### src/rtl/instr_encoder_pkg.sv
// ============================================================================
//  Module      : instr_encoder_pkg
//  Description : Shared encoding constants for the instruction encoder:
//                enc_type codes, instruction field bit positions (identical
//                to those the control_unit decodes), NOP word, FSM states.
//  Revision    : 1.0 - initial release
// ============================================================================
`default_nettype none

package instr_encoder_pkg;

    // Tuple format selector
    localparam logic [1:0] ENC_DP  = 2'b00;
    localparam logic [1:0] ENC_LS  = 2'b01;
    localparam logic [1:0] ENC_BR  = 2'b10;
    localparam logic [1:0] ENC_ILL = 2'b11;

    // Field bit positions shared with the decoder
    localparam int COND_LSB     = 28;
    localparam int CLASS_LSB    = 26;
    localparam int IMM_BIT      = 25;
    localparam int OPC_LSB      = 21;
    localparam int S_BIT        = 20;
    localparam int P_BIT        = 24;
    localparam int U_BIT        = 23;
    localparam int B_BIT        = 22;
    localparam int W_BIT        = 21;
    localparam int L_BIT        = 20;
    localparam int RN_LSB       = 16;
    localparam int RD_LSB       = 12;
    localparam int OP2_LSB      = 0;
    localparam int BR_CLASS_LSB = 25;
    localparam int LINK_BIT     = 24;
    localparam int BOFF_LSB     = 0;

    // Class codes placed at CLASS_LSB / BR_CLASS_LSB
    localparam logic [1:0] CLASS_DP = 2'b00;
    localparam logic [1:0] CLASS_LS = 2'b01;
    localparam logic [2:0] CLASS_BR = 3'b101;

    // The decoder treats an all-zero word as a no-op
    localparam logic [31:0] NOP_WORD = 32'h0000_0000;

    typedef enum logic [0:0] {
        ST_IDLE = 1'b0,
        ST_PAD  = 1'b1
    } state_t;

endpackage : instr_encoder_pkg

`default_nettype wire

### src/rtl/instr_encoder_if.sv
// ============================================================================
//  Module      : instr_encoder_if
//  Description : Field-tuple input handshake and instruction-memory write
//                handshake of the instruction encoder. The slave modport is
//                the encoder's view; master is the surrounding environment.
//  Revision    : 1.0 - initial release
// ============================================================================
`default_nettype none

interface instr_encoder_if #(
    parameter int ADDR_W = 8
) ();
    // Tuple side
    logic              in_valid;
    logic              in_ready;
    logic [1:0]        enc_type;
    logic [3:0]        cond;
    logic [3:0]        opcode;
    logic              imm_flag;
    logic              s_bit;
    logic              ls_load;
    logic              ls_byte;
    logic              ls_up;
    logic              br_link;
    logic [3:0]        rn;
    logic [3:0]        rd;
    logic [11:0]       operand2;
    logic [23:0]       br_offset;
    // Memory side
    logic              out_valid;
    logic              out_ready;
    logic [31:0]       instr_word;
    logic [ADDR_W-1:0] mem_addr;
    logic              enc_err;

    modport slave (
        input  in_valid, enc_type, cond, opcode, imm_flag, s_bit, ls_load,
               ls_byte, ls_up, br_link, rn, rd, operand2, br_offset, out_ready,
        output in_ready, out_valid, instr_word, mem_addr, enc_err
    );

    modport master (
        output in_valid, enc_type, cond, opcode, imm_flag, s_bit, ls_load,
               ls_byte, ls_up, br_link, rn, rd, operand2, br_offset, out_ready,
        input  in_ready, out_valid, instr_word, mem_addr, enc_err
    );

endinterface : instr_encoder_if

`default_nettype wire

### src/rtl/instr_field_pack.sv
// ============================================================================
//  Module      : instr_field_pack
//  Description : Combinational packer: field tuple -> 32-bit instruction word,
//                plus flags for an illegal type and for a legal tuple whose
//                word is all zeros (indistinguishable from a NOP).
//  Revision    : 1.0 - initial release
// ============================================================================
`default_nettype none

module instr_field_pack
    import instr_encoder_pkg::*;
(
    input  logic [1:0]  enc_type_i,
    input  logic [3:0]  cond_i,
    input  logic [3:0]  opcode_i,
    input  logic        imm_flag_i,
    input  logic        s_bit_i,
    input  logic        ls_load_i,
    input  logic        ls_byte_i,
    input  logic        ls_up_i,
    input  logic        br_link_i,
    input  logic [3:0]  rn_i,
    input  logic [3:0]  rd_i,
    input  logic [11:0] operand2_i,
    input  logic [23:0] br_offset_i,
    output logic [31:0] word_o,
    output logic        illegal_o,
    output logic        zero_o
);

    // Place each field at its decoder bit position according to the format
    always_comb begin
        word_o    = NOP_WORD;
        illegal_o = 1'b0;
        word_o[COND_LSB +: 4] = cond_i;
        case (enc_type_i)
            ENC_DP: begin
                word_o[CLASS_LSB +: 2] = CLASS_DP;
                word_o[IMM_BIT]        = imm_flag_i;
                word_o[OPC_LSB +: 4]   = opcode_i;
                word_o[S_BIT]          = s_bit_i;
                word_o[RN_LSB +: 4]    = rn_i;
                word_o[RD_LSB +: 4]    = rd_i;
                word_o[OP2_LSB +: 12]  = operand2_i;
            end
            ENC_LS: begin
                word_o[CLASS_LSB +: 2] = CLASS_LS;
                word_o[IMM_BIT]        = imm_flag_i;
                word_o[P_BIT]          = 1'b1;   // pre-indexed
                word_o[U_BIT]          = ls_up_i;
                word_o[B_BIT]          = ls_byte_i;
                word_o[W_BIT]          = 1'b0;   // no write-back
                word_o[L_BIT]          = ls_load_i;
                word_o[RN_LSB +: 4]    = rn_i;
                word_o[RD_LSB +: 4]    = rd_i;
                word_o[OP2_LSB +: 12]  = operand2_i;
            end
            ENC_BR: begin
                word_o[BR_CLASS_LSB +: 3] = CLASS_BR;
                word_o[LINK_BIT]          = br_link_i;
                word_o[BOFF_LSB +: 24]    = br_offset_i;
            end
            default: begin
                word_o    = NOP_WORD;
                illegal_o = 1'b1;
            end
        endcase
        zero_o = !illegal_o && (word_o == NOP_WORD);
    end

endmodule : instr_field_pack

`default_nettype wire

### src/rtl/instr_encoder.sv
// ============================================================================
//  Module      : instr_encoder
//  Description : Packs instruction field tuples into 32-bit words and writes
//                them to instruction memory through a registered output stage
//                with an auto-incrementing byte address.
//                Optional macro INSTR_ENCODER_BRANCH_PAD_EN: emit one NOP
//                after every transferred branch word.
//  Revision    : 1.0 - initial release
// ============================================================================
`default_nettype none

module instr_encoder
    import instr_encoder_pkg::*;
#(
    parameter int ADDR_W    = 8,
    parameter int ADDR_STEP = 4
) (
    input  logic             clk,
    input  logic             rst_n,
    instr_encoder_if.slave   bus
);

    logic [31:0]       pack_word;
    logic              pack_ill;
    logic              pack_zero;

    state_t            state_q, state_d;
    logic              valid_q, valid_d;
    logic [31:0]       word_q,  word_d;
    logic [ADDR_W-1:0] addr_q,  addr_d;
    logic              err_q,   err_d;
    logic              ready;
    logic              xfer;
    logic              accept;
`ifdef INSTR_ENCODER_BRANCH_PAD_EN
    logic              br_q, br_d;   // held word is a branch still to be padded
`endif

    instr_field_pack u_pack (
        .enc_type_i  (bus.enc_type),
        .cond_i      (bus.cond),
        .opcode_i    (bus.opcode),
        .imm_flag_i  (bus.imm_flag),
        .s_bit_i     (bus.s_bit),
        .ls_load_i   (bus.ls_load),
        .ls_byte_i   (bus.ls_byte),
        .ls_up_i     (bus.ls_up),
        .br_link_i   (bus.br_link),
        .rn_i        (bus.rn),
        .rd_i        (bus.rd),
        .operand2_i  (bus.operand2),
        .br_offset_i (bus.br_offset),
        .word_o      (pack_word),
        .illegal_o   (pack_ill),
        .zero_o      (pack_zero)
    );

    // Handshake, next word/address/error and FSM next state
    always_comb begin
        state_d = state_q;
        valid_d = valid_q;
        word_d  = word_q;
        addr_d  = addr_q;
        err_d   = err_q;
        xfer    = valid_q && bus.out_ready;
        ready   = (state_q == ST_IDLE) && (!valid_q || bus.out_ready);
`ifdef INSTR_ENCODER_BRANCH_PAD_EN
        br_d    = br_q;
        // The slot after a branch belongs to its NOP, so no tuple may be
        // taken in the cycle the branch leaves.
        ready   = ready && !(valid_q && br_q);
`endif
        accept  = bus.in_valid && ready;

        if (xfer) begin
            addr_d  = addr_q + ADDR_W'(ADDR_STEP);
            valid_d = 1'b0;
        end
`ifdef INSTR_ENCODER_BRANCH_PAD_EN
        if (xfer && br_q) begin
            word_d  = NOP_WORD;
            valid_d = 1'b1;
            br_d    = 1'b0;
            state_d = ST_PAD;
        end else if (xfer && (state_q == ST_PAD)) begin
            state_d = ST_IDLE;
        end
`endif
        if (accept) begin
            word_d  = pack_word;
            valid_d = 1'b1;
            err_d   = err_q | pack_ill | pack_zero;
`ifdef INSTR_ENCODER_BRANCH_PAD_EN
            br_d    = (bus.enc_type == ENC_BR);
`endif
        end
    end

    // State and output registers, cleared asynchronously
    always_ff @(posedge clk or negedge rst_n) begin
        if (!rst_n) begin
            state_q <= ST_IDLE;
            valid_q <= 1'b0;
            word_q  <= NOP_WORD;
            addr_q  <= '0;
            err_q   <= 1'b0;
`ifdef INSTR_ENCODER_BRANCH_PAD_EN
            br_q    <= 1'b0;
`endif
        end else begin
            state_q <= state_d;
            valid_q <= valid_d;
            word_q  <= word_d;
            addr_q  <= addr_d;
            err_q   <= err_d;
`ifdef INSTR_ENCODER_BRANCH_PAD_EN
            br_q    <= br_d;
`endif
        end
    end

    assign bus.in_ready   = ready;
    assign bus.out_valid  = valid_q;
    assign bus.instr_word = word_q;
    assign bus.mem_addr   = addr_q;
    assign bus.enc_err    = err_q;

endmodule : instr_encoder

`default_nettype wire

### src/flat_wrapper.sv
// flat-port wrapper written by rule: the top's interface ports become plain ports
module instr_encoder_flat import instr_encoder_pkg::*;
#(
    parameter int ADDR_W    = 8,
    parameter int ADDR_STEP = 4
)
  (clk, rst_n, bus_in_valid, bus_enc_type, bus_cond, bus_opcode, bus_imm_flag, bus_s_bit, bus_ls_load, bus_ls_byte, bus_ls_up, bus_br_link, bus_rn, bus_rd, bus_operand2, bus_br_offset, bus_out_ready, bus_in_ready, bus_out_valid, bus_instr_word, bus_mem_addr, bus_enc_err);
  instr_encoder_if #(.ADDR_W(ADDR_W)) bus_i ();
  input  logic clk;
  input  logic rst_n;
  input wire logic [$bits(bus_i.in_valid)-1:0] bus_in_valid;
  input wire logic [$bits(bus_i.enc_type)-1:0] bus_enc_type;
  input wire logic [$bits(bus_i.cond)-1:0] bus_cond;
  input wire logic [$bits(bus_i.opcode)-1:0] bus_opcode;
  input wire logic [$bits(bus_i.imm_flag)-1:0] bus_imm_flag;
  input wire logic [$bits(bus_i.s_bit)-1:0] bus_s_bit;
  input wire logic [$bits(bus_i.ls_load)-1:0] bus_ls_load;
  input wire logic [$bits(bus_i.ls_byte)-1:0] bus_ls_byte;
  input wire logic [$bits(bus_i.ls_up)-1:0] bus_ls_up;
  input wire logic [$bits(bus_i.br_link)-1:0] bus_br_link;
  input wire logic [$bits(bus_i.rn)-1:0] bus_rn;
  input wire logic [$bits(bus_i.rd)-1:0] bus_rd;
  input wire logic [$bits(bus_i.operand2)-1:0] bus_operand2;
  input wire logic [$bits(bus_i.br_offset)-1:0] bus_br_offset;
  input wire logic [$bits(bus_i.out_ready)-1:0] bus_out_ready;
  output wire logic [$bits(bus_i.in_ready)-1:0] bus_in_ready;
  output wire logic [$bits(bus_i.out_valid)-1:0] bus_out_valid;
  output wire logic [$bits(bus_i.instr_word)-1:0] bus_instr_word;
  output wire logic [$bits(bus_i.mem_addr)-1:0] bus_mem_addr;
  output wire logic [$bits(bus_i.enc_err)-1:0] bus_enc_err;
  assign bus_i.in_valid = bus_in_valid;
  assign bus_i.enc_type = bus_enc_type;
  assign bus_i.cond = bus_cond;
  assign bus_i.opcode = bus_opcode;
  assign bus_i.imm_flag = bus_imm_flag;
  assign bus_i.s_bit = bus_s_bit;
  assign bus_i.ls_load = bus_ls_load;
  assign bus_i.ls_byte = bus_ls_byte;
  assign bus_i.ls_up = bus_ls_up;
  assign bus_i.br_link = bus_br_link;
  assign bus_i.rn = bus_rn;
  assign bus_i.rd = bus_rd;
  assign bus_i.operand2 = bus_operand2;
  assign bus_i.br_offset = bus_br_offset;
  assign bus_i.out_ready = bus_out_ready;
  assign bus_in_ready = bus_i.in_ready;
  assign bus_out_valid = bus_i.out_valid;
  assign bus_instr_word = bus_i.instr_word;
  assign bus_mem_addr = bus_i.mem_addr;
  assign bus_enc_err = bus_i.enc_err;
  instr_encoder #(.ADDR_W(ADDR_W), .ADDR_STEP(ADDR_STEP)) u_core (.clk(clk), .rst_n(rst_n), .bus(bus_i));
endmodule
### config.mk
export PLATFORM = sky130hd
export DESIGN_NAME = instr_encoder_flat
export DESIGN_NICKNAME = d
export VERILOG_FILES = /design/src/rtl/instr_encoder_pkg.sv /design/src/rtl/instr_encoder_if.sv /design/src/rtl/instr_field_pack.sv /design/src/rtl/instr_encoder.sv /design/src/flat_wrapper.sv
export SDC_FILE = /design/constraint.sdc
export NUM_CORES = 1
export LEC_CHECK = 0
export CAP_MARGIN = 20
export CORE_ASPECT_RATIO = 0.75
export CORE_MARGIN = 2
export CORE_UTILIZATION = 37
export CTS_CLUSTER_DIAMETER = 200
export CTS_CLUSTER_SIZE = 25
export DETAILED_ROUTE_END_ITERATION = 12
export PLACE_DENSITY = 0.75
export SETUP_SLACK_MARGIN = 0.1
export SYNTH_ARGS = -nofsm -noshare
export SYNTH_HDL_FRONTEND = slang
export SYNTH_HIERARCHICAL = 1
export SYNTH_SLANG_ARGS = --single-unit
### constraint.sdc
create_clock -name clk -period 1.35 [get_ports clk]
set_clock_uncertainty 0.2 [all_clocks]
set_input_delay 0.3375 -clock clk [delete_from_list [all_inputs] [get_ports clk]]
set_output_delay 0.3375 -clock clk [all_outputs]
set_load 0.01 [all_outputs]
* Word-level counts from Yosys, hierarchy flattened
Index checks and enable logic that the tools add are counted.
** Storage, ports and cells
- Bits in registers :: 42
- Input bits :: 64
- Word-level logic and storage cells :: 23
** Operators by class
- Add/sub/neg operators :: 1
- Equality and inequality tests :: 2
- Multiplexer cells :: 5
- Bitwise gates (word level) :: 2
- Reduce and logical (&&, ||, !) cells :: 9
** Operators by type and width (number)
- 28-bit case mux with 3 select lines :: 1
- 32-bit logical NOT :: 1
- 8-bit by 3-bit adder with 8-bit output, second input constant :: 1
- 4-bit 2-to-1 mux :: 1
- 1-bit logical AND :: 3
- 1-bit 2-to-1 mux :: 3
- 3-bit OR reduction :: 1
- 2-bit by 1-bit == test with 1-bit output, second input constant :: 1
- 2-bit == test, second input constant :: 1
- 2-bit logical NOT :: 1
- 1-bit bitwise OR :: 2
- 2-bit nonzero test :: 1
- 1-bit logical NOT :: 1
- 1-bit logical OR :: 1

* Logic depth before layout (Yosys ltp)
Gate-level depths: netlist of run 1.
- Word-level depth :: 6
- Depth in mapped cells :: 10
- Mapped depth without buffers :: 9

* Cells and area by module
The synthesis of run 1 kept the hierarchy.
** By module, submodules not included
- instr_encoder :: instances 1, cells an instance 99, area an instance 1675.4 sq um, seq. area each 1001.0 sq um
- instr_field_pack :: instances 1, cells an instance 94, area an instance 575.6 sq um, seq. area each 0.0 sq um

* Least setup slack after synthesis of run 1
Ideal clock, no wire load.
- Path kind :: input to register
- From :: in bus_enc_type[0]
- To :: reg u_core.err_q, in the netlist u_core/bus.enc_err
- Library setup time :: 0.078 ns
- Arrival time :: 2.064 ns
- Required time :: 1.072 ns
- Setup slack :: -0.992 ns
- Stages on the path :: 9
- Buffers on the path :: 0
- Cells stage by stage :: inv_1 ha_1 o21ba_1 a22o_1 or4_1 nor4_1 and4_1 nor2_1 o21bai_1
** Between the ends
- Elaborated cells between the ends (all ways) :: 11
- Classes of those cells :: eq/ne (2); mux (3); bitwise (2); reduce/logical (4)
** RTL lines
- start: declaration :: line flat_wrapper.sv:12 : input wire logic [$bits(bus_i.enc_type)-1:0] bus_enc_type;
- 2-bit == test (tied with other cells) :: line instr_field_pack.sv:36 : case (enc_type_i)
- 28-bit case mux with 3 select lines * :: line instr_field_pack.sv:36
- net u_core.pack_word[1] :: line instr_encoder.sv:23 : logic [31:0] pack_word;
- 32-bit logical NOT * :: line instr_field_pack.sv:68 : zero_o = !illegal_o && (word_o == NOP_WORD);
- 1-bit logical AND * :: line instr_field_pack.sv:68
- net u_core.pack_zero :: line instr_encoder.sv:25 : logic pack_zero;
- 1-bit bitwise OR * :: line instr_encoder.sv:92 : err_d = err_q | pack_ill | pack_zero;
- end signal: assignment :: line instr_encoder.sv:115 : err_q <= err_d;
- end: declaration :: line instr_encoder.sv:31 : logic err_q, err_d;
The timed path passes the listed nets; every way through them passes the cells marked *.
A chain may end at the register's enable or synchronous reset.

* Final worst setup path of run 1
Same ends and word-level chain as after synthesis.

==> key figures, run 1 <==
STA
  • Min Clock Period, post-route: 2.37 ns
  • Fin. max-slew vios: 0
  • Setup-failing EPs final: 74
  • Final hold vios: 0
  • Unrepaired setup endpoints after global routing: yes
  • Max Fclk: 422 MHz
  • Period utilization: 1.75
  • Final setup margin: -1.02 ns

Worst setup path
  • Worst path cell trace: buf_8 -> buf_12 -> inv_12 -> ha_4 -> buf_12 -> o21ba_4 -> a22o_1 -> or4_4 -> nor4_4 -> and4_1 -> nor2_1 -> o21bai_1
  • End of the worst register-to-register path: u_core/bus.instr_word[31]
  • Crit Path Class: input port to register
  • Crit path required time: 1.38 ns
  • Crit path top cell by count: buf_12
  • FF-to-FF path depth: 6
  • Worst Setup Start Kind: input port
  • Largest delay share family, worst path: simple AND/OR/NAND/NOR gates
  • R2R setup slack: -0.27 ns
  • Crit path largest cell delay: 0.52 ns
  • Crit-path max FO: 4
  • CP Capture Type: register
  • CP arrival: 2.40 ns
  • Slowest stage cell, crit path: or4_4
  • Bufs and invs on worst path: 4
  • R2R Path Start: u_core/bus.out_valid

Drt
  • Post-DR vias/cell: 5.05
  • DRT iter0 DRCs: 137
  • Antenna-violating nets left: 0
  • WL/cell: 18.4 µm
  • DRC Markers: 0
  • Drt pass-1 iters: 7
  • Total number of vias: 2439
  • WL final: 8.91 mm

Placement
  • Dpl cells: 425
  • Count of input and output buffers: 104
  • Placed cell area: 3940 µm²
  • Setup Slack @ Placement: -1.69 ns
  • Gpl congestion: 0.897
  • Final HPWL DP: 5.17 mm

Hold path
  • Worst Hold Class: input port to async pin

Global route
  • Global route overflow: 0
  • Overall Global Routing Usage: 0.249
  • First-pass GRT wire length: 12.6 mm
  • Pin count of the biggest net entering global routing: 41
  • Vias in the first global route: 2476
  • Initial antenna violation count: 0

Logic synthesis
  • Async set or reset register ratio after synthesis: 1.00
  • Leading area contributor after synthesis: dfrtp_1
  • Synth area leaders: dfrtp_1 (44%), mux2_4 (19%), ha_1 (3.9%)
  • Post-synth top cells: dfrtp_1 (40), mux2_4 (29), nor2_1 (16), nand2_1 (12), a21oi_1 (11)
  • Seq/Total Area, Yosys: 0.445
  • Count leader, synth: dfrtp_1
  • Ys Warns: 6
  • Mean Syn Cell Area: 11.7 µm²
  • Synth top area share: 0.445
  • Post-synthesis cell area: 2250 µm²
  • Top FF cell, synth: dfrtp_1
  • Post-Synthesis Cells: 193
  • Yosys reg bits: 40
  • Unique masters post-synth: 39
  • Post-synth EDFFs: 0

Finish
  • Final Non-Filler Cells: 483
  • FILL cells: 343
  • Multi-input gate area: 1470 µm²
  • Final Util: 0.804
  • Ant. Diodes: 0
  • Final Instance Area: 4710 µm²
  • Reg area: 1000 µm²
  • Layout net count: 475
  • Layout cells sized above 1: 0.607
  • Syn-to-layout area delta: 109%

CTS
  • H-Tree Depth: 2
  • TritonCTS clock tree: built
  • Clock Tree Buf Depth: 2
  • Clock sinks: 40
  • Clk Tree Root Cell: clkbuf_8
  • CTS Buf Count: 5
  • Reg clk slew, reported paths: 0.09 ns
  • Clock latency on the worst-skew pair: 0.30 ns

Outcome
  • Failing checks: setup timing
  • Status: finished with violations

Job
  • Max-cap violations: 0

Floorplan
  • Std cell rows: 24
  • Ports: 107
  • Die Wd: 94.1 µm
  • Die Y-Extent: 71.5 µm
  • Starting Density: 0.384
  • Die Area: 6730 µm²
  • Core ar.: 5860 µm²

Power and ir drop
  • VDD IR-drop max: 0.592 mV
  • Leakage: 2.30 nW
  • Pwr Density: 1070 nW/µm²
[repair_timing]
| item | 4_1_cts | 5_1_grt |
|---|---|---|
| hold buffers | 1 | 0 |
| gates cloned | 3 | 0 |
| endpoints found under the hold margin | 40 | 0 |
| buffers inserted | 32 | 28 |
| endpoints found under the setup margin | 79 | 80 |
| resized for setup | 234 | 50 |
| pin swaps | 29 | 35 |
[layout make-up]
cell class | instances | area share
Sequential cell | 40 | 0.213
Timing Repair Buffer | 216 | 0.422
Inverter | 2 | 0.00691
Clock inverter | 2 | 0.00823
Multi-Input combinational cell | 139 | 0.312
Clock buffer | 6 | 0.0175
Tap cell | 78 | 0.0207
[metal layers]
metal / up-vias / part of all wire / global-route usage / wire length [µm]
met5: - / 0 / 0 / 0
met4: 0 / 0.019 / 0.0741 / 165
met3: 20 / 0.080 / 0.0747 / 709
met2: 126 / 0.51 / 0.416 / 4500
met1: 1176 / 0.40 / 0.315 / 3530
li1: 1117 / - / - / -
[metrics by stage]
step	TNS [ns]	total power, mW	hold slack [ns]
2_1_floorplan	-6.88	2.33	-0.158
3_3_place_gp	-36.49	3.41	0.123
3_5_place_dp	-37.74	3.45	0.122
4_1_cts	-12.84	4.68	0.312
5_1_grt	-15.06	5.25	0.340
6_report	-12.94	5.03	0.311
[worst min-delay path: stages]
cell	delay, ns
dlygate4sd3_1	0.52
buf_2	0.12
buf_12	0.22
[placed cells by master, fill, tap and decap left out, drive strengths merged]
cell and count:
o31a 1, o21bai 1, buf 155, dfrtp 40, xor2 2, a221oi 1
nor4 4, nand2 13, nand3 2, and2 1, o21ba 1, nor2b 5
or2 1, conb 2, nand4b 1, and4 1, dlymetal6s2s 2, ha 7
or4 2, dlygate4sd2 2, clkdlybuf4s50 56, a22o 5, clkinv 1, mux2 33
xnor2 3, or3 1, o21ai 9, nand2b 2, clkbuf 6, dlygate4sd3 1
inv 2, nor2 16, a22oi 8, nand4 1, a222oi 3, a21oi 11
nor3 2, bufinv 1
[kinds of logic after synthesis]
family                   synth area share
buffers and inverters              0.0411
AO/OA/AOI/OAI                       0.120
flip-flops                          0.445
multiplexers                        0.213
other                             0.00167
XOR/XNOR                           0.0195
AND/OR/NAND/NOR                     0.121
adder cells (fa/ha/maj)            0.0389
[flip-flops by register name, indices dropped and copies added (netlist names)]
register / flops
u_core/bus.instr_word: 32
u_core/bus.mem_addr: 6
u_core/bus.enc_err: 1
u_core/bus.out_valid: 1
[worst max-delay path by stage]
stage / start / slack, ns / cells past startpoint / end
finish: bus_enc_type[0] / -1.02 / 12 / u_core/bus.enc_err
global placement: bus_enc_type[0] / -1.59 / 12 / u_core/bus.enc_err
global route: bus_enc_type[0] / -1.09 / 13 / u_core/bus.enc_err
detailed placement: bus_enc_type[0] / -1.69 / 11 / u_core/bus.enc_err
CTS: bus_enc_type[0] / -0.98 / 12 / u_core/bus.enc_err
floorplan: bus_enc_type[1] / -0.87 / 10 / u_core/bus.enc_err
[power by group]
group,internal (mW),switching (mW),total [mW],leakage (nW)
registers,1.43,0.147,1.58,0.501
clock network,0.605,0.475,1.08,0.0614
logic,1.44,0.936,2.38,1.74
total,3.48,1.56,5.03,2.30
Power figures use the tool's default switching activity.
==> run 2, diff against run 1 <==
--- a/config.mk
+++ b/config.mk
@@ -14,6 +14,7 @@
 export DETAILED_ROUTE_END_ITERATION = 12
 export PLACE_DENSITY = 0.75
 export SETUP_SLACK_MARGIN = 0.1
+export SKIP_LAST_GASP = 1
 export SYNTH_ARGS = -nofsm -noshare
 export SYNTH_HDL_FRONTEND = slang
 export SYNTH_HIERARCHICAL = 1
==> run 2 against run 1 <==
Net effect:
- critical path depth fell by 1
- design area fell by 0.27%
- worst hold slack improved by 0.0052 ns
- highest routed layer unchanged
- critical endpoint unchanged
- the run still ends with setup timing left
- first-iteration DRC count fell by 30%
==> key figures, run 2 (same netlist as run 1, synthesis figures left out) <==
STA
  • Final setup margin: -0.941 ns (+0.0777 ns)
  • Final hold vios: 0 (unchanged)
  • Max Fclk: 437 MHz (+3.4%)
  • Period utilization: 1.70 (-0.0575)
  • Min Clock Period, post-route: 2.29 ns (-0.0777 ns)
  • Unrepaired setup endpoints after global routing: yes
  • Setup-failing EPs final: 75 (+1.4%)
  • Fin. max-slew vios: 0 (unchanged)

Worst setup path
  • Crit path required time: 1.38 ns (about the same)
  • Crit path largest cell delay: 0.57 ns (+0.05 ns)
  • Worst Setup Start Kind: input port
  • Crit Path Class: input port to register
  • Crit path top cell by count: nor2_1
  • Worst path cell trace: buf_8 -> buf_12 -> inv_12 -> ha_4 -> a222oi_1 -> nor2_1 -> or4_4 -> nor4_4 -> and4_1 -> nor2_1 -> o21bai_1
  • CP Capture Type: register
  • CP arrival: 2.33 ns (-0.07 ns)
  • Crit-path max FO: 5 (+1)
  • Slowest stage cell, crit path: or4_4

Finish
  • Final Util: 0.802 (-0.00214)
  • Leading cell type in the layout, fill and taps excluded: buf_4
  • Layout cells sized above 1: 0.606 (-0.00150)
  • Commonest cells after routing, fill and taps aside: buf_4 (74), clkdlybuf4s50_1 (56), buf_6 (41), dfrtp_1 (38), mux2_4 (31)
  • Syn-to-layout area delta: 109%
  • Max reg flops: 32 (unchanged)
  • Final Non-Filler Cells: 484 (+0.21%)
  • Layout net count: 476 (+0.21%)
  • Ant. Diodes: 0 (unchanged)

Power and ir drop
  • VDD IR-drop max: 0.520 mV (-12%)
  • Pwr Density: 1060 nW/µm² (-0.86%)
  • Leakage: 2.29 nW (-0.47%)

Global route
  • Vias in the first global route: 2468 (-0.32%)
  • Overall Global Routing Usage: 0.243 (-0.00663)
  • Pin count of the biggest net entering global routing: 41 (unchanged)
  • Initial antenna violation count: 0 (unchanged)
  • First-pass GRT wire length: 12.4 mm (-1.7%)
  • Global route overflow: 0 (unchanged)

CTS
  • Clock Tree Buf Depth: 2 (unchanged)
  • H-Tree Depth: 2 (unchanged)
  • Clock latency on the worst-skew pair: 0.30 ns (about the same)
  • CTS Buf Count: 5 (unchanged)
  • Clk Tree Root Cell: clkbuf_8
  • TritonCTS clock tree: built
  • Clock sinks: 40 (unchanged)
  • Reg clk slew, reported paths: 0.09 ns (about the same)

Job
  • Max-cap violations: 0 (unchanged)

Outcome
  • Failing checks: setup timing
  • Status: finished with violations

Floorplan
  • Std cell rows: 24 (unchanged)
  • Die Area: 6730 µm² (unchanged)
  • Die Wd: 94.1 µm (unchanged)
  • Core ar.: 5860 µm² (unchanged)
  • Ports: 107 (unchanged)
  • Die Y-Extent: 71.5 µm (unchanged)
  • Starting Density: 0.384 (unchanged)

Drt
  • WL final: 8.62 mm (-3.3%)
  • Drt pass-1 iters: 4 (-3)
  • WL/cell: 17.8 µm (-3.5%)
  • Antenna-violating nets left: 0 (unchanged)
  • Post-DR vias/cell: 4.95 (-1.9%)
  • DRT iter0 DRCs: 96 (-30%)
  • DRC Markers: 0 (unchanged)
  • Total number of vias: 2398 (-1.7%)

Placement
  • Dpl cells: 425 (unchanged)
  • Count of input and output buffers: 104 (unchanged)
  • Gpl congestion: 0.897 (unchanged)
  • Setup Slack @ Placement: -1.69 ns (unchanged)
  • Final HPWL DP: 5.17 mm (unchanged)

Hold path
  • Worst Hold Class: input port to async pin
run 2: changes by cell type in the layout (fill, tap and decap cells not counted), sizes merged:
cell,before,now
buf,155,156
run 2: stage by stage:
stage	area [µm²]	hold slack (ns)	total power [mW]	TNS [ns]
3_3_place_gp	3940	0.123	3.41	-36.49
6_report	4700	0.316	4.98	-12.09
3_5_place_dp	3940	0.122	3.45	-37.74
4_1_cts	4410	0.312	4.68	-13.03
5_1_grt	4700	0.331	5.19	-14.56
2_1_floorplan	2460	-0.158	2.33	-6.88
run 2: critical path: cells and delay by family:
| kind | cells | cell delay, ns |
|---|---|---|
| AOI/OAI and AO/OA | 2 | 0.49 |
| and+or+nand+nor | 5 | 1.11 |
| adders and majority gates | 1 | 0.17 |
| buffers and inverters | 3 | 0.21 |
run 2: worst paths after layout:
check / depth (start not counted) / start / end / slack, ns
setup / recovery: 11 / bus_enc_type[0] / u_core/bus.enc_err / -0.94
setup reg to reg: 6 / u_core/bus.out_valid / u_core/bus.instr_word[31] / -0.27
max in group asynchronous: 3 / rst_n / u_core/bus.out_valid / 0.41
hold reg to reg: 1 / u_core/bus.instr_word[17] / u_core/bus.instr_word[17] / 0.32
hold / removal: 3 / rst_n / u_core/bus.instr_word[10] / 0.32
min in group clk: 1 / u_core/bus.instr_word[17] / u_core/bus.instr_word[17] / 0.32
run 2: area by class of cell:
cell class / instances / area [µm²]
repair buffers: 217 / 2000
multi-input cells: 139 / 1440
fillers: 339 / 1160
flip-flops and latches: 40 / 1000
well taps: 78 / 97.6
clock buffers: 6 / 82.6
clock inverters: 2 / 38.8
inverters: 2 / 32.5
run 2: per-layer routing:
metal / track usage / wire [µm] / vias up
met5: 0 / 0 / -
met2: 0.410 / 4380 / 110
met4: 0.0628 / 131 / 0
met1: 0.303 / 3460 / 1160
li1: - / - / 1118
met3: 0.0768 / 638 / 10
run 2: what timing repair did:
| item | in CTS | in global routing |
|---|---|---|
| setup buffers | 32 | 26 |
| gates resized for setup | 228 | 51 |
| hold buffers | 1 | 0 |
| endpoints found under the hold margin | 40 | 0 |
| gates cloned | 3 | 0 |
| setup endpoints to repair | 79 | 80 |
| pin swaps | 29 | 31 |
run 2: power by group:
group          switching (mW)  internal [mW]  leakage (nW)  total, mW
Clock                   0.468          0.605        0.0614       1.07
Combinational           0.909           1.42          1.73       2.33
Sequential              0.145           1.43         0.501       1.58
==> run 3, diff against run 2 <==
--- a/config.mk
+++ b/config.mk
@@ -8,14 +8,12 @@
 export CAP_MARGIN = 20
 export CORE_ASPECT_RATIO = 0.75
 export CORE_MARGIN = 2
-export CORE_UTILIZATION = 37
+export CORE_UTILIZATION = 35
 export CTS_CLUSTER_DIAMETER = 200
-export CTS_CLUSTER_SIZE = 25
 export DETAILED_ROUTE_END_ITERATION = 12
-export PLACE_DENSITY = 0.75
+export PLACE_DENSITY = 0.74
 export SETUP_SLACK_MARGIN = 0.1
 export SKIP_LAST_GASP = 1
 export SYNTH_ARGS = -nofsm -noshare
 export SYNTH_HDL_FRONTEND = slang
-export SYNTH_HIERARCHICAL = 1
 export SYNTH_SLANG_ARGS = --single-unit
==> run 3 against run 2 <==
Net effect:
- the flow still finishes with violations (setup timing)
- non-clock buffer count is 10 lower
- core utilization increased by 0.38 points
- wire length rose by 4.2%
- clock power decreased by 22%
- worst hold slack worse by 0.063 ns
- largest power group unchanged
- critical path depth shrank 5
- sequential share of layout area is 1.3 points higher
- sequential cell count is the same
==> key figures, run 3 <==
CTS
  • Reg clk slew, reported paths: 0.08 ns (about the same)
  • CTS Buf Count: 5 (unchanged)
  • TritonCTS clock tree: built
  • H-Tree Depth: 2 (unchanged)
  • Clock latency on the worst-skew pair: 0.28 ns (-0.02 ns)
  • Clk Tree Root Cell: clkbuf_8
  • Clock sinks: 40 (unchanged)
  • Clock Tree Buf Depth: 2 (unchanged)

STA
  • Period utilization: 1.52 (-0.181)
  • Setup-failing EPs final: 58 (-23%)
  • Fin Hold WS: 0.253 ns (-0.0630 ns)
  • Final hold vios: 0 (unchanged)
  • Max Fclk: 489 MHz (+12%)
  • Fin. max-slew vios: 0 (unchanged)
  • Min Clock Period, post-route: 2.05 ns (-0.244 ns)
  • Final setup margin: -0.697 ns (+0.244 ns)
  • Unrepaired setup endpoints after global routing: yes

Power and ir drop
  • Leakage: 2.06 nW (-10%)
  • VDD IR-drop max: 0.642 mV (+24%)
  • Sequential power share: 0.352 (+0.036)
  • Clock share of power: 0.193 (-0.023)
  • Sw Pwr: 1.37 mW (-10%)
  • Sw frac: 0.316 (+0.0103)
  • Combinational power share: 0.455 (-0.013)
  • Pwr Density: 983 nW/µm² (-7.2%)
  • Final Power: 4.33 mW (-13%)
  • Internal Pwr Total: 2.96 mW (-14%)

Logic synthesis
  • Synth top area share: 0.494 (+0.0497)
  • Mean Syn Cell Area: 10.2 µm² (-13%)
  • Post-synth EDFFs: 0 (unchanged)
  • Post-synth top cells: dfrtp_1 (40), nand2_1 (28), o21ai_0 (24), a22oi_1 (18), clkbuf_1 (9)
  • Ys Warns: 0 (-6)
  • Count leader, synth: dfrtp_1
  • Yosys reg bits: 40 (unchanged)
  • Post-Synthesis Cells: 199 (+3.1%)
  • Seq/Total Area, Yosys: 0.494 (+0.0497)
  • Post-synthesis cell area: 2020 µm² (-10%)
  • Top FF cell, synth: dfrtp_1
  • Leading area contributor after synthesis: dfrtp_1
  • Async set or reset register ratio after synthesis: 1.00 (unchanged)
  • Synth area leaders: dfrtp_1 (49%), a22oi_1 (6.7%), o21ai_0 (5.9%)
  • Unique masters post-synth: 37 (-5.1%)

Floorplan
  • Starting Density: 0.370 (-0.0141)
  • Die Y-Extent: 69.9 µm (-2.3%)
  • Die Area: 6420 µm² (-4.7%)
  • Std cell rows: 23 (-4.2%)
  • Ports: 107 (unchanged)
  • Core ar.: 5470 µm² (-6.6%)
  • Die Wd: 91.8 µm (-2.4%)

Drt
  • DRC Markers: 0 (unchanged)
  • Drt pass-1 iters: 5 (+1)
  • Antenna-violating nets left: 0 (unchanged)
  • WL final: 8.98 mm (+4.2%)
  • Total number of vias: 2504 (+4.4%)
  • WL/cell: 18.9 µm (+6.2%)
  • Post-DR vias/cell: 5.27 (+6.4%)
  • DRT iter0 DRCs: 173 (+80%)

Worst setup path
  • CP arrival: 2.05 ns (-0.28 ns)
  • Worst path cell trace: clkdlybuf4s50_1 -> nor4_2 -> nand4_1 -> a2111oi_4 -> o211ai_1 -> o31ai_2
  • Crit-path max FO: 2 (-3)
  • Largest delay share family, worst path: compound AO/OA/AOI/OAI gates
  • Crit path required time: 1.35 ns (-0.03 ns)
  • Bufs and invs on worst path: 1 (-2)
  • CP Capture Type: register
  • Crit path largest cell delay: 0.46 ns (-0.11 ns)
  • Slowest stage cell, crit path: clkdlybuf4s50_1
  • R2R setup slack: -0.43 ns (-0.16 ns)
  • Worst Setup Start Kind: input port
  • Crit Path Class: input port to register

Finish
  • Max reg flops: 32 (unchanged)
  • Syn-to-layout area delta: 118%
  • Layout net count: 470 (-1.3%)
  • Ant. Diodes: 0 (unchanged)
  • Leading cell type in the layout, fill and taps excluded: buf_4
  • FILL cells: 319 (-5.9%)
  • Layout cells sized above 1: 0.558 (-0.0484)
  • Commonest cells after routing, fill and taps aside: buf_4 (75), clkdlybuf4s50_1 (49), dfrtp_1 (40), buf_2 (33), buf_6 (27)
  • Final Util: 0.806 (+0.00383)

Placement
  • Gpl congestion: 0.841 (-6.2%)
  • Setup Slack @ Placement: -1.49 ns (+0.200 ns)
  • Final HPWL DP: 5.22 mm (+1.0%)
  • Count of input and output buffers: 104 (unchanged)

Global route
  • Global route overflow: 0 (unchanged)
  • Pin count of the biggest net entering global routing: 41 (unchanged)
  • Overall Global Routing Usage: 0.244 (+0.00171)
  • Vias in the first global route: 2552 (+3.4%)
  • Initial antenna violation count: 0 (unchanged)
  • First-pass GRT wire length: 12.5 mm (+0.84%)

Job
  • Max-cap violations: 0 (unchanged)

Hold path
  • Worst Hold Class: input port to register

Outcome
  • Failing checks: setup timing
  • Status: finished with violations
[run 3: worst register-to-register path, stage by stage (launching register included)]
cell and delay, ns:
dfrtp_1 0.42, buf_6 0.14, nand2b_4 0.09, nand2_8 0.07, a2111oi_2 0.31, nand4_1 0.18, o31ai_2 0.28
[run 3: cell families (layout without fill, tap and decap cells)]
kind of cell / Yosys count / after routing / synth area share
AO/OA/AOI/OAI: 64 / 64 / 0.225
adder cells (fa/ha/maj): 7 / 7 / 0.0433
other: 1 / 2 / 0.00185
buffers and inverters: 18 / 218 / 0.0389
XOR/XNOR: 5 / 5 / 0.0216
AND/OR/NAND/NOR: 56 / 56 / 0.130
flip-flops: 40 / 40 / 0.494
multiplexers: 8 / 8 / 0.0445
[run 3: worst paths after layout]
kind	startpoint	end	cells after the start
setup / recovery	bus_operand2[2]	u_core.bus.enc_err	6
hold / removal	bus_enc_type[0]	u_core.bus.instr_word[26]	3
setup reg to reg	u_core.bus.out_valid	u_core.bus.enc_err	6
hold reg to reg	u_core.bus.instr_word[2]	u_core.bus.instr_word[2]	2
max in group asynchronous	rst_n	u_core.bus.instr_word[11]	3
min in group asynchronous	rst_n	u_core.bus.instr_word[28]	3
[run 3: per-layer routing]
layer / global-route usage / part of all wire
met1: 0.305 / 0.42
met5: 0 / 0
met3: 0.0507 / 0.051
met2: 0.426 / 0.51
met4: 0.0763 / 0.022
[run 3: through the flow]
step	TNS, ns	instances	instance area, µm²
2_1_floorplan	-6.45	200	2190
3_5_place_dp	-37.67	421	3640
5_1_grt	-12.18	475	4410
3_3_place_gp	-33.51	421	3640
4_1_cts	-7.60	459	4210
6_report	-9.88	475	4410
[run 3: what timing repair did]
action | 4_1_cts | 5_1_grt
cloned | 5 | 0
hold buffers | 1 | 0
gates resized for setup | 286 | 27
hold endpoints to repair | 40 | 0
pin swaps | 24 | 17
endpoints found under the setup margin | 80 | 80
buffers inserted | 25 | 19
[run 3: cell type report]
| cell class | instances | area [µm²] | share of cell area |
|---|---|---|---|
| Tap cell | 75 | 93.8 | 0.0213 |
| Sequential cell | 40 | 1000 | 0.227 |
| Timing Repair Buffer | 207 | 1880 | 0.427 |
| Inverter | 3 | 16.3 | 0.00369 |
| Clock buffer | 7 | 86.3 | 0.0196 |
| Multi-Input combinational cell | 142 | 1320 | 0.299 |
| Clock inverter | 1 | 7.51 | 0.00170 |
[run 3: power groups by stage]
stage | clock, mW | sequential (mW) | combinational [mW]
6_report | 0.835 | 1.53 | 1.97
5_1_grt | 0.892 | 1.55 | 2.10
4_1_cts | 0.833 | 1.52 | 1.79
3_5_place_dp | 0 | 1.55 | 1.60
3_3_place_gp | 0 | 1.53 | 1.57
2_1_floorplan | 0 | 1.68 | 0.457
